### src/rtl/fft_twiddle_gen_if.sv
// -----------------------------------------------------------------------------
// fft_twiddle_gen_if
// Sample-side handshake and twiddle-side outputs of the DIF twiddle generator.
//   in_valid  : one sample enters the stage this cycle
//   in_sop    : qualifies in_valid, marks sample 0 of a frame
//   tw_re     : signed real part of the twiddle (TW_W bits)
//   tw_im     : signed imaginary part of the twiddle (TW_W bits)
//   tw_valid  : tw_re/tw_im belong to an accepted sample
//   tw_sop    : delayed in_sop, aligned with tw_valid
//   tw_idx    : sample index n the twiddle belongs to
//   frame_err : one-cycle pulse when in_sop arrives at n != 0
// master drives the samples in; slave is the generator.
// -----------------------------------------------------------------------------
interface fft_twiddle_gen_if #(
  parameter int TW_W = 8
);
  logic                   in_valid;
  logic                   in_sop;
  logic signed [TW_W-1:0] tw_re;
  logic signed [TW_W-1:0] tw_im;
  logic                   tw_valid;
  logic                   tw_sop;
  logic [5:0]             tw_idx;
  logic                   frame_err;

  modport master (
    output in_valid, in_sop,
    input  tw_re, tw_im, tw_valid, tw_sop, tw_idx, frame_err
  );

  modport slave (
    input  in_valid, in_sop,
    output tw_re, tw_im, tw_valid, tw_sop, tw_idx, frame_err
  );
endinterface

### src/rtl/fft_twiddle_gen.sv
// -----------------------------------------------------------------------------
// fft_twiddle_gen
// Streaming twiddle generator for one radix-2 DIF stage of a 64-point FFT.
// Tracks the sample index n of each frame and emits W^k = exp(-j*2*pi*k/64)
// quantised to TW_W signed bits, with valid/sop/index/error sideband
// delay-matched to the coefficient.
// Parameters:
//   STAGE     : DIF stage 0..5, butterfly span L = 64 >> STAGE
//   TW_W      : twiddle width, full scale 2^(TW_W-1)-1
//   EXTRA_DLY : extra output register stages 0..4
// Ports:
//   clk   : rising-edge clock
//   rst_n : asynchronous active-low reset
//   bus   : fft_twiddle_gen_if slave (in_valid/in_sop in, tw_* / frame_err out)
// Latency in_valid -> tw_valid is 2 + EXTRA_DLY cycles.
// -----------------------------------------------------------------------------
module fft_twiddle_gen #(
  parameter int STAGE     = 0,
  parameter int TW_W      = 8,
  parameter int EXTRA_DLY = 0
) (
  input  logic              clk,
  input  logic              rst_n,
  fft_twiddle_gen_if.slave  bus
);

  localparam int         SPAN  = 64 >> STAGE;
  localparam int         HALF  = SPAN / 2;
  localparam logic [5:0] MASK  = 6'(SPAN - 1);
  localparam logic [5:0] HALF6 = 6'(HALF);

  // cos(2*pi*i/64) scaled by 1e9; quantised at elaboration to any TW_W
  function automatic longint cos_e9(input int i);
    case (i)
      0:       return 64'd1000000000;
      1:       return 64'd995184727;
      2:       return 64'd980785280;
      3:       return 64'd956940336;
      4:       return 64'd923879533;
      5:       return 64'd881921264;
      6:       return 64'd831469612;
      7:       return 64'd773010453;
      8:       return 64'd707106781;
      9:       return 64'd634393284;
      10:      return 64'd555570233;
      11:      return 64'd471396737;
      12:      return 64'd382683432;
      13:      return 64'd290284677;
      14:      return 64'd195090322;
      15:      return 64'd98017140;
      default: return 64'd0;
    endcase
  endfunction

  // All table entries are non-negative, so +0.5 then truncate is
  // round-half-away-from-zero.
  function automatic logic signed [TW_W-1:0] quant(input int i);
    longint fs;
    longint q;
    fs = (longint'(1) << (TW_W - 1)) - 64'sd1;
    q  = (fs * cos_e9(i) + 64'sd500000000) / 64'sd1000000000;
    return TW_W'(q);
  endfunction

  logic signed [TW_W-1:0] w_tab [0:16];

  genvar g;
  for (g = 0; g < 17; g++) begin : g_tab
    assign w_tab[g] = quant(g);
  end

  // ---------------------------------------------------------------------------
  // Stage 1: sample index, exponent and flags
  // ---------------------------------------------------------------------------
  logic [5:0] r_cnt;
  logic [5:0] r_n1;
  logic [4:0] r_k1;
  logic       r_v1;
  logic       r_sop1;
  logic       r_err1;

  logic [5:0] w_n;
  logic [5:0] w_m;
  logic [5:0] w_diff;
  logic [4:0] w_k;

  // Lower half of each butterfly span uses W^0; the upper half steps the
  // exponent by 2^STAGE, which never exceeds 31.
  always_comb begin
    w_n    = bus.in_sop ? 6'd0 : r_cnt;
    w_m    = w_n & MASK;
    w_diff = w_m - HALF6;
    if (w_m < HALF6) w_k = 5'd0;
    else             w_k = 5'(w_diff << STAGE);
  end

  always_ff @(posedge clk or negedge rst_n) begin
    if (!rst_n) begin
      r_cnt  <= 6'd0;
      r_n1   <= 6'd0;
      r_k1   <= 5'd0;
      r_v1   <= 1'b0;
      r_sop1 <= 1'b0;
      r_err1 <= 1'b0;
    end else begin
      r_v1   <= bus.in_valid;
      r_sop1 <= bus.in_valid & bus.in_sop;
      r_err1 <= bus.in_valid & bus.in_sop & (r_cnt != 6'd0);
      if (bus.in_valid) begin
        r_cnt <= bus.in_sop ? 6'd1 : r_cnt + 6'd1;
        r_n1  <= w_n;
        r_k1  <= w_k;
      end
    end
  end

  // ---------------------------------------------------------------------------
  // Stage 2: quarter-wave lookup. For k > 16 the real part folds to
  // -c[32-k], and 32-k in 5 bits is simply -k.
  // ---------------------------------------------------------------------------
  logic                   w_upper;
  logic [4:0]             w_reIdx;
  logic [4:0]             w_imIdx;
  logic signed [TW_W-1:0] w_re;
  logic signed [TW_W-1:0] w_im;

  always_comb begin
    w_upper = (r_k1 > 5'd16);
    if (!w_upper) begin
      w_reIdx = r_k1;
      w_imIdx = 5'd16 - r_k1;
    end else begin
      w_reIdx = 5'd0 - r_k1;
      w_imIdx = r_k1 - 5'd16;
    end
    w_re = w_upper ? -w_tab[w_reIdx] : w_tab[w_reIdx];
    w_im = -w_tab[w_imIdx];
  end

  // Index 0 is stage 2; indices 1..EXTRA_DLY are the latency-matching
  // stages. Data registers only load with a valid sample so the outputs
  // hold their last value across gaps.
  logic signed [TW_W-1:0] r_re  [0:EXTRA_DLY];
  logic signed [TW_W-1:0] r_im  [0:EXTRA_DLY];
  logic [5:0]             r_idx [0:EXTRA_DLY];
  logic                   r_vld [0:EXTRA_DLY];
  logic                   r_sop [0:EXTRA_DLY];
  logic                   r_err [0:EXTRA_DLY];

  always_ff @(posedge clk or negedge rst_n) begin
    if (!rst_n) begin
      for (int e = 0; e <= EXTRA_DLY; e++) begin
        r_re[e]  <= '0;
        r_im[e]  <= '0;
        r_idx[e] <= 6'd0;
        r_vld[e] <= 1'b0;
        r_sop[e] <= 1'b0;
        r_err[e] <= 1'b0;
      end
    end else begin
      r_vld[0] <= r_v1;
      r_sop[0] <= r_sop1;
      r_err[0] <= r_err1;
      if (r_v1) begin
        r_re[0]  <= w_re;
        r_im[0]  <= w_im;
        r_idx[0] <= r_n1;
      end
      for (int e = 1; e <= EXTRA_DLY; e++) begin
        r_vld[e] <= r_vld[e-1];
        r_sop[e] <= r_sop[e-1];
        r_err[e] <= r_err[e-1];
        if (r_vld[e-1]) begin
          r_re[e]  <= r_re[e-1];
          r_im[e]  <= r_im[e-1];
          r_idx[e] <= r_idx[e-1];
        end
      end
    end
  end

  assign bus.tw_re     = r_re[EXTRA_DLY];
  assign bus.tw_im     = r_im[EXTRA_DLY];
  assign bus.tw_idx    = r_idx[EXTRA_DLY];
  assign bus.tw_valid  = r_vld[EXTRA_DLY];
  assign bus.tw_sop    = r_sop[EXTRA_DLY];
  assign bus.frame_err = r_err[EXTRA_DLY];

endmodule

### src/flat_wrapper.sv
// flat-port wrapper written by rule: the top's interface ports become plain ports
module fft_twiddle_gen_flat 
#(
  parameter int STAGE     = 0,
  parameter int TW_W      = 8,
  parameter int EXTRA_DLY = 0
)
  (clk, rst_n, bus_in_valid, bus_in_sop, bus_tw_re, bus_tw_im, bus_tw_valid, bus_tw_sop, bus_tw_idx, bus_frame_err);
  fft_twiddle_gen_if #(.TW_W(TW_W)) bus_i ();
  input  logic clk;
  input  logic rst_n;
  input wire logic [$bits(bus_i.in_valid)-1:0] bus_in_valid;
  input wire logic [$bits(bus_i.in_sop)-1:0] bus_in_sop;
  output wire logic [$bits(bus_i.tw_re)-1:0] bus_tw_re;
  output wire logic [$bits(bus_i.tw_im)-1:0] bus_tw_im;
  output wire logic [$bits(bus_i.tw_valid)-1:0] bus_tw_valid;
  output wire logic [$bits(bus_i.tw_sop)-1:0] bus_tw_sop;
  output wire logic [$bits(bus_i.tw_idx)-1:0] bus_tw_idx;
  output wire logic [$bits(bus_i.frame_err)-1:0] bus_frame_err;
  assign bus_i.in_valid = bus_in_valid;
  assign bus_i.in_sop = bus_in_sop;
  assign bus_tw_re = bus_i.tw_re;
  assign bus_tw_im = bus_i.tw_im;
  assign bus_tw_valid = bus_i.tw_valid;
  assign bus_tw_sop = bus_i.tw_sop;
  assign bus_tw_idx = bus_i.tw_idx;
  assign bus_frame_err = bus_i.frame_err;
  fft_twiddle_gen #(.STAGE(STAGE), .TW_W(TW_W), .EXTRA_DLY(EXTRA_DLY)) u_core (.clk(clk), .rst_n(rst_n), .bus(bus_i));
endmodule
### config.mk
export PLATFORM = sky130hd
export DESIGN_NAME = fft_twiddle_gen_flat
export DESIGN_NICKNAME = d
export VERILOG_FILES = /design/src/rtl/fft_twiddle_gen_if.sv /design/src/rtl/fft_twiddle_gen.sv /design/src/flat_wrapper.sv
export SDC_FILE = /design/constraint.sdc
export NUM_CORES = 1
export LEC_CHECK = 0
export ABC_AREA = 0
export BUFFER_PORTS_ARGS = -buffer_cell sky130_fd_sc_hd__buf_2
export CAP_MARGIN = 20
export CORE_ASPECT_RATIO = 0.75
export CORE_UTILIZATION = 58
export DETAILED_ROUTE_END_ITERATION = 7
export PLACE_DENSITY_LB_ADDON = 0.2
export SYNTH_ARGS = -nofsm -noshare
export SYNTH_HDL_FRONTEND = slang
export SYNTH_SLANG_ARGS = --single-unit
export TNS_END_PERCENT = 20
### constraint.sdc
create_clock -name clk -period 6.3 [get_ports clk]
set_input_delay 0.315 -clock clk [delete_from_list [all_inputs] [get_ports clk]]
set_output_delay 0.315 -clock clk [all_outputs]
set_load 0.05 [all_outputs]
==> results.cfg, run 1 <==
[route]
via_per_inst = 6.11
routed_wirelength_um = 6110
drtAntennaViolNets = 0
dr.pass1.iters = 5
wire_per_inst_um = 15.9
drc = 0
drt-initial-drc-count = 151
num_vias = 2352

[synthesis]
synthCells = 309
yosysTopAreaCellShare = 0.399
yosysMostFrequentCell = dfrtp_1
synth_cell_types = 56
synth_ff_type = dfrtp_1
yosys-top-cells-count = 45 x dfrtp_1, 32 x nand2_1, 21 x o21ai_0
yosysSeqAreaShare = 0.399
yosys.area.top_type = dfrtp_1
synthesis.area_sq_um = 2820
syn-num-nets = 323
avgSynthCellArea_sq_um = 9.13
yosys_warnings = 0
synth_edf_count = 0
ys_ff_latch = 45
synth_area_leaders = dfrtp_1 40%, mux2_2 4.8%, ha_1 4.4%
async_flop_share = 1.00

[place]
post-dp-hpwl_um = 4280
gp_congestion = 0.863
place_area_sq_um = 2950
dp_cells = 375
portBuffers = 28

[die]
die_h_um = 62.4
core_sq_um = 4570
die_x_um = 82.6
start_util = 0.617
die_area_sq_um = 5150
ioPinCount = 29
fp-row-count = 21

[timing]
slew_headroom = 0.367
finalCritPeriodShare = 0.622
tns_ps = 0
setup_violations = 0
rsz0062_at_grt = false
tightest_slew_ps = 950
hold_violations = 0
report.final.slew_viol_count = 0
fmax_ghz = 0.255
clock_skew_ps = 5.03
finalCriticalPeriod_ps = 3920

[cells_and_area]
drive_above_1_share = 0.189
layout.cells.non_filler = 385
antenna-diode-count = 0
num-fill-cells = 369
syn_to_final_growth_pct = 8.91
design_area_sq_um = 3070
nets = 341

[clocking]
clock_path_buffers = 2
cts.htree.levels = 2
cts_resized = 0
clock_latency_ps = 300
clkSinkCount = 45
numCtsBuffers = 5
cts_tree = done
path_clk_slew_ps = 90
clk_root_buffer_cell = clkbuf_8

[setup_path]
crit_required_ps = 6540
arrival_ps = 4160
critPathLaunchType = flip-flop
path_max_fanout = 20
end_kind = flip-flop
crit_type = flip-flop to flip-flop

[power]
power.leakage_nw = 1.40
power_density_nw_per_um2 = 183
peakVddDrop_mv = 0.153
power.total_mw = 0.561

[hold_path]
min_path_type = primary input to flip-flop

[run_status]
status = complete, no violations

[global_routing]
grt_max_degree = 46
grt_pass1_vias = 2052
grt_pass1_wl_um = 10200
grt_overflow = 0
grt_use_total = 0.262
antenna_found_initial = 0

[flow_run]
drv_cap = 0
## flip-flops by register name, indices dropped and copies added (netlist names)
signal	cells
u_core.bus.tw_sop	1
u_core.r_sop1	1
u_core.bus.tw_im	8
u_core.bus.tw_re	8
u_core.r_err1	1
u_core.r_n1	6
u_core.r_cnt	6
u_core.bus.frame_err	1
u_core.r_k1	5
u_core.bus.tw_valid	1
u_core.bus.tw_idx	6
u_core.r_v1	1
## metrics by stage
| step | hold WS, ps | utilization | worst slack (ps) |
|---|---|---|---|
| 2_1_floorplan | 19.4 | - | 3080 |
| 3_3_place_gp | 336 | 0.645 | 2550 |
| 3_5_place_dp | 348 | 0.645 | 2440 |
| 4_1_cts | 191 | 0.666 | 2430 |
| 5_1_grt | 384 | 0.672 | 2030 |
| 6_report | 364 | 0.672 | 2380 |
## layout make-up
type | count | area, sq um | area share
repair buffers | 31 | 178 | 0.0578
well taps | 57 | 71.3 | 0.0232
inverters | 19 | 71.3 | 0.0232
clock buffers | 5 | 68.8 | 0.0224
multi-input cells | 225 | 1530 | 0.499
flip-flops and latches | 45 | 1130 | 0.366
clock inverters | 3 | 25.0 | 0.00814
## power by group
part | internal, mW | switching (mW)
sequential | 0.301 | 0.0114
combinational | 0.0182 | 0.0443
clock | 0.0801 | 0.106
total | 0.400 | 0.162
## cells by family (layout without fill, tap and decap cells)
logic type,count (synthesis),after routing,synth area share
and+or+nand+nor,105,105,0.198
buffers and inverters,39,58,0.0576
muxes,21,21,0.0860
AOI/OAI and AO/OA,82,82,0.194
xor gates and xnor gates,7,7,0.0217
DFF,45,45,0.399
adders and majority gates,10,10,0.0443
## critical path, stage by stage (launching register included)
cell and delay (ps):
dfrtp_1 450, inv_1 190, ha_1 580, or3b_1 470
nand2_1 170, mux2_4 330, ha_1 350, nor2_1 60
or3_1 330, a22oi_1 190, mux2i_1 220, nor4_2 310
o21ai_1 120, nand3_1 70
## repair_timing
item                       in CTS  in global routing
hold buffers                    0                  1
hold endpoints to repair        0                  3
setup endpoints to repair       0                  0
buffers inserted                0                  0
## cells in the final DEF, fill, tap and decap left out, types with 3 or more instances in the layout
cell type | synthesis | layout
a21o_1 | 6 | 6
a21oi_1 | 12 | 12
a21oi_2 | 3 | 3
a22oi_1 | 3 | 3
a31oi_1 | 3 | 3
and3_1 | 3 | 3
buf_2 | 7 | 28
clkbuf_8 | 0 | 5
dfrtp_1 | 45 | 45
ha_1 | 10 | 10
inv_1 | 18 | 18
mux2_2 | 12 | 12
mux2i_1 | 7 | 7
nand2_1 | 32 | 32
nand2b_1 | 4 | 4
nand3_1 | 6 | 6
nand3b_1 | 7 | 7
nand4_1 | 4 | 4
nor2_1 | 17 | 17
nor3_1 | 12 | 12
o211ai_1 | 6 | 6
o21a_1 | 4 | 4
o21ai_0 | 21 | 21
o21ai_1 | 3 | 3
o22ai_1 | 6 | 6
or3_1 | 7 | 7
xnor2_1 | 4 | 4
xor2_1 | 3 | 3
## routing by layer
layer / track usage / part of all wire / vias up
met5: 0 / 0 / -
met4: 0.0841 / 0.012 / 0
met3: 0.0438 / 0.058 / 9
met2: 0.354 / 0.41 / 73
met1: 0.421 / 0.52 / 1121
li1: - / - / 1149
## worst paths after layout
| check | from | to | slack, ps | cells after the start |
|---|---|---|---|---|
| worst max-delay path | u_core.r_k1[0]$_DFFE_PN0P_ | u_core.bus.tw_re[4]$_DFFE_PN0P_ | 2380 | 13 |
| worst min-delay path | bus_in_valid | u_core.r_v1$_DFF_PN0_ | 360 | 1 |
| worst max register to register | u_core.r_k1[0]$_DFFE_PN0P_ | u_core.bus.tw_re[4]$_DFFE_PN0P_ | 2380 | 13 |
| worst min register to register | u_core.r_sop1$_DFF_PN0_ | u_core.bus.tw_sop$_DFF_PN0_ | 370 | 0 |
| max in group asynchronous | rst_n | u_core.r_cnt[5]$_DFFE_PN0P_ | 5490 | 3 |
| min in group asynchronous | rst_n | u_core.bus.tw_re[6]$_DFFE_PN0P_ | 380 | 2 |
Power figures use the tool's default switching activity.
==> run 2, diff against run 1 <==
==> constraint.sdc (replaced) <==
create_clock -name clk -period 3.7 [get_ports clk]
set_input_delay 0.185 -clock clk [delete_from_list [all_inputs] [get_ports clk]]
set_output_delay 0.185 -clock clk [all_outputs]
set_load 0.05 [all_outputs]
==> run 2 against run 1 <==
Fmax grew 12%. Via count grew 3.9%. Sequential share of layout area shrank 0.67 points. Non-clock buffer count grew 7. Clock-buffer cell count is the same. Setup slack lost 2200 ps. Design area grew 1.9%. Critical path depth shrank 1. Flip-flop and latch count is the same. Largest power group unchanged. Highest routed layer unchanged.
==> results.cfg, run 2 (synthesis gave the netlist of run 1 again) <==
[global_routing]
grt_overflow = 0
grt_use_total = 0.276
grt_max_degree = 46
antenna_found_initial = 0
grt_pass1_wl_um = 10700
grt_pass1_vias = 2137

[setup_path]
max_stage_delay_ps = 490
critPathLaunchType = flip-flop
cp_num_cells = 12
critical_path.top_delay_family = simple AND/OR/NAND/NOR gates
critPathBufInv = 1
ff2ff_path_depth = 12
end_kind = flip-flop
arrival_ps = 3740
crit_chain = inv_1 > ha_1 > or3b_1 > nand2_1 > mux2_4 > ha_1 > nor2_1 > or3_1 > a22oi_1 > mux2i_2 > or3_1 > nand3_1
crit_required_ps = 3940
crit_path_top_delay_cell = dfrtp_1
crit_type = flip-flop to flip-flop
path_max_fanout = 9

[timing]
finalCritPeriodShare = 0.945
report.final.slew_viol_count = 0
clock_skew_ps = 12.6
slew_headroom = 0.556
rsz0062_at_grt = false
setup_violations = 0
tightest_slew_ps = 665
hold_violations = 0
finalCriticalPeriod_ps = 3500
tns_ps = 0
fmax_ghz = 0.286

[clocking]
clkSinkCount = 45
clk_root_buffer_cell = clkbuf_8
path_clk_slew_ps = 100
cts_tree = done
postCtsSetupBuffers = 0
numCtsBuffers = 5
clock_latency_ps = 310
cts.htree.levels = 2
clock_path_buffers = 2

[route]
dr.pass1.iters = 5
via_per_inst = 6.23
drtAntennaViolNets = 0
num_vias = 2444
routed_wirelength_um = 6460
wire_per_inst_um = 16.5
drt-initial-drc-count = 255
drc = 0

[flow_run]
drv_cap = 0

[die]
start_util = 0.617
die_x_um = 82.6
ioPinCount = 29
die_area_sq_um = 5150
die_h_um = 62.4
core_sq_um = 4570
fp-row-count = 21

[cells_and_area]
nets = 348
num-fill-cells = 383
layout.cells.non_filler = 392
antenna-diode-count = 0
drive_above_1_share = 0.215
syn_to_final_growth_pct = 10.9
final_cell_mix = 45 x dfrtp_1, 32 x nand2_1, 28 x buf_2
layout_commonest_cell = dfrtp_1

[place]
gp_congestion = 0.901
post-dp-hpwl_um = 4690
portBuffers = 28
dp_cells = 382

[power]
power.leakage_nw = 1.43
peakVddDrop_mv = 0.202
power_density_nw_per_um2 = 305

[run_status]
status = complete, no violations

[hold_path]
min_path_type = primary input to asynchronous set/reset pin
run 2: cell count changes in the layout (fill, tap and decap cells not counted), sizes merged:
cell and change:
buf +7
run 2: area by class of cell:
class | instances | area, sq um | share of cell area
clock buffers | 5 | 68.8 | 0.0220
clock inverters | 3 | 21.3 | 0.00679
inverters | 19 | 71.3 | 0.0228
multi-input cells | 225 | 1540 | 0.493
flip-flops and latches | 45 | 1130 | 0.360
well taps | 57 | 71.3 | 0.0228
repair buffers | 38 | 230 | 0.0735
run 2: metrics by stage:
| step | hold slack [ps] | utilization | power [mW] | worst slack [ps] | area (sq um) |
|---|---|---|---|---|---|
| 2_1_floorplan | -111 | - | 0.611 | 479 | 2820 |
| 3_3_place_gp | 335 | 0.657 | 0.643 | 196 | 3000 |
| 3_5_place_dp | 336 | 0.657 | 0.646 | 167 | 3000 |
| 4_1_cts | 65.0 | 0.677 | 0.957 | 134 | 3090 |
| 5_1_grt | 230 | 0.685 | 0.997 | 32.5 | 3130 |
| 6_report | 225 | 0.685 | 0.955 | 203 | 3130 |
run 2: final timing paths:
kind                                       startpoint  slack [ps]                               to
min in group clk                         bus_in_valid         230            u_core.r_v1$_DFF_PN0_
min                                             rst_n         220  u_core.bus.tw_re[6]$_DFFE_PN0P_
max reg2reg                u_core.r_k1[1]$_DFFE_PN0P_         200  u_core.bus.tw_re[3]$_DFFE_PN0P_
max in group asynchronous                       rst_n        3020          u_core.r_sop1$_DFF_PN0_
min reg2reg                   u_core.r_err1$_DFF_PN0_         350   u_core.bus.frame_err$_DFF_PN0_
max                        u_core.r_k1[1]$_DFFE_PN0P_         200  u_core.bus.tw_re[3]$_DFFE_PN0P_
run 2: what timing repair did:
action                                  in CTS  in global routing
hold buffers                                 0                  1
hold endpoints to repair                     0                 45
endpoints found under the setup margin       0                  7
resized for setup                            0                  3
run 2: layer usage:
layer | vias up | part of all wire | global-route usage
met1 | 1160 | 0.51 | 0.441
met3 | 9 | 0.076 | 0.0584
li1 | 1162 | - | -
met2 | 113 | 0.41 | 0.373
met5 | - | 0 | 0
met4 | 0 | 0.0096 | 0.0776
run 2: where the power goes:
group	internal, mW	leakage [nW]	switching, mW
Clock	0.134	0.0445	0.183
Combinational	0.0309	0.804	0.0745
Sequential	0.513	0.578	0.0197
Total	0.678	1.43	0.277
==> run 3, diff against run 2 <==
--- a/config.mk
+++ b/config.mk
@@ -11,7 +11,7 @@
 export CORE_ASPECT_RATIO = 0.75
 export CORE_UTILIZATION = 58
 export DETAILED_ROUTE_END_ITERATION = 7
-export PLACE_DENSITY_LB_ADDON = 0.2
+export PLACE_DENSITY = 0.79
 export SYNTH_ARGS = -nofsm -noshare
 export SYNTH_HDL_FRONTEND = slang
 export SYNTH_SLANG_ARGS = --single-unit
==> constraint.sdc (replaced) <==
create_clock -name clk -period 3.8 [get_ports clk]
set_input_delay 0.19 -clock clk [delete_from_list [all_inputs] [get_ports clk]]
set_output_delay 0.19 -clock clk [all_outputs]
set_load 0.05 [all_outputs]
==> run 3 against run 2 <==
Clock skew shrank 4.3 ps. Design area about the same. Worst hold slack worse by 2.2 ps. Setup slack improved by 56 ps. Clock power barely moved. Critical path depth is 1 higher. Die area unchanged. First-iteration DRC count fell by 9.4%. Flip-flop and latch count unchanged. Critical path type unchanged. Critical endpoint is now u_core.bus.tw_re[1]$_DFFE_PN0P_.
==> results.cfg, run 3 (synthesis gave the netlist of run 1 again) <==
[setup_path]
end_kind = flip-flop
critPathMostFrequentCell = ha_1
crit_type = flip-flop to flip-flop
crit-reg2reg-launch = u_core.r_k1[0]$_DFFE_PN0P_
rrSetupSlack_ps = 260
critPathLaunchType = flip-flop
critPathBufInv = 1
path_max_fanout = 6
crit_required_ps = 4000
crit_chain = inv_1 > ha_1 > or3b_1 > nand2_1 > mux2_4 > ha_1 > o21ai_0 > mux2i_1 > nand2_1 > ha_1 > and3_1 > a211o_1 > o21a_1
ff2ff_path_depth = 13
critical_path.top_delay_family = adder cells
arrival_ps = 3740
crit_path_top_delay_cell = dfrtp_1
max_stage_delay_ps = 460
r2r_end = u_core.bus.tw_re[1]$_DFFE_PN0P_

[route]
wl_met2_um = 2730
via_per_inst = 6.18
num_vias = 2429
wl_met1_um = 3300
wl_met3_um = 424
dr.pass1.iters = 4
drtAntennaViolNets = 0
drc = 0
wire_per_inst_um = 16.6
drt-initial-drc-count = 231
routed_wirelength_um = 6530
maxUsedRoutingLayer = met4

[power]
netSwitchingPower_mw = 0.276
pwr-share-seq = 0.552
pwr-share-clk = 0.337
switching_share = 0.294
power.leakage_nw = 1.44
power_density_nw_per_um2 = 300
peakVddDrop_mv = 0.324
power_frac_comb = 0.111
power.total_mw = 0.939
internal-power_mw = 0.663

[timing]
tns_ps = 0
setup_violations = 0
finalCriticalPeriod_ps = 3540
rsz0062_at_grt = false
fmax_ghz = 0.282
report.final.slew_viol_count = 0
finalCritPeriodShare = 0.932
clock_skew_ps = 8.37
slew_headroom = 0.557
tightest_slew_ps = 664
hold_violations = 0

[die]
die_h_um = 62.4
fp-row-count = 21
die_area_sq_um = 5150
die_x_um = 82.6
core_sq_um = 4570
ioPinCount = 29
start_util = 0.617

[global_routing]
antenna_found_initial = 0
grt_overflow = 0
grt_pass1_vias = 2140
grt_use_total = 0.264
grt_pass1_wl_um = 10400
grt_max_degree = 46

[cells_and_area]
syn_to_final_growth_pct = 11.0
antenna-diode-count = 0
final_cell_mix = 45 x dfrtp_1, 32 x nand2_1, 28 x buf_2
layout_commonest_cell = dfrtp_1
drive_above_1_share = 0.208
design_area_sq_um = 3130
nets = 349

[place]
gp_congestion = 0.936
post-dp-hpwl_um = 4530
portBuffers = 28
place_area_sq_um = 3010

[flow_run]
drv_cap = 0

[hold_path]
min_path_type = primary input to asynchronous set/reset pin

[clocking]
numCtsBuffers = 5
postCtsSetupBuffers = 0
clk_root_buffer_cell = clkbuf_8
cts_resized = 0
path_clk_slew_ps = 100
cts.htree.levels = 2
cts_tree = done
clock_path_buffers = 2
clock_latency_ps = 300
clkSinkCount = 45

[run_status]
status = complete, no violations
run 3: changes by cell type in the layout (fill, tap and decap cells not counted):
cell and change:
buf_4 +1, clkinv_2 -1, clkinv_4 +1, inv_1 +1, inv_2 -1, mux2i_1 +1
mux2i_2 -1, nor3b_1 +1, nor3b_2 -1
run 3: timing repair:
item	4_1_cts	5_1_grt
hold buffers	0	1
endpoints found under the setup margin	0	0
hold endpoints to repair	0	45
run 3: cell type report:
cell class,instances,area (sq um)
fill,362,1440
inverter,19,71.3
timing repair buffer,39,238
multi-input combinational,225,1530
clock buffer,5,68.8
tap,57,71.3
sequential,45,1130
clock inverter,3,25.0
run 3: power by group through the flow:
stage | combinational, mW | clock (mW) | sequential (mW)
after floorplan | 0.0377 | 0 | 0.557
after global placement | 0.0991 | 0 | 0.527
after detailed placement | 0.101 | 0 | 0.528
after CTS | 0.102 | 0.321 | 0.518
after global routing | 0.114 | 0.339 | 0.522
final | 0.104 | 0.316 | 0.519
run 3: metal layers:
metal,up-vias,track usage
met1,1165,0.423
met3,7,0.0788
met4,0,0.0884
met2,94,0.333
met5,-,0
li1,1163,-
run 3: stage by stage:
stage                     hold slack, ps  worst slack, ps  std cells  utilization
after floorplan                     -106              579        309            -
after global placement               332              431        383        0.658
after detailed placement             339              323        383        0.658
after CTS                           83.3              291        391        0.679
after global routing                 244             73.1        393        0.686
final                                222              258        393        0.686
run 3: worst max-delay path by stage:
stage | from | endpoint | slack [ps] | cells past startpoint
4_1_cts | u_core.r_k1[0]$_DFFE_PN0P_ | u_core.bus.tw_re[1]$_DFFE_PN0P_ | 290 | 13
6_report | u_core.r_k1[0]$_DFFE_PN0P_ | u_core.bus.tw_re[1]$_DFFE_PN0P_ | 260 | 13
3_3_place_gp | u_core.r_k1[0]$_DFFE_PN0P_ | u_core.bus.tw_re[1]$_DFFE_PN0P_ | 430 | 13
5_1_grt | u_core.r_k1[0]$_DFFE_PN0P_ | u_core.bus.tw_re[1]$_DFFE_PN0P_ | 70 | 13
2_1_floorplan | u_core.r_k1[1]$_DFFE_PN0P_ | u_core.bus.tw_im[4]$_DFFE_PN0P_ | 580 | 14
3_5_place_dp | u_core.r_k1[0]$_DFFE_PN0P_ | u_core.bus.tw_re[1]$_DFFE_PN0P_ | 320 | 13
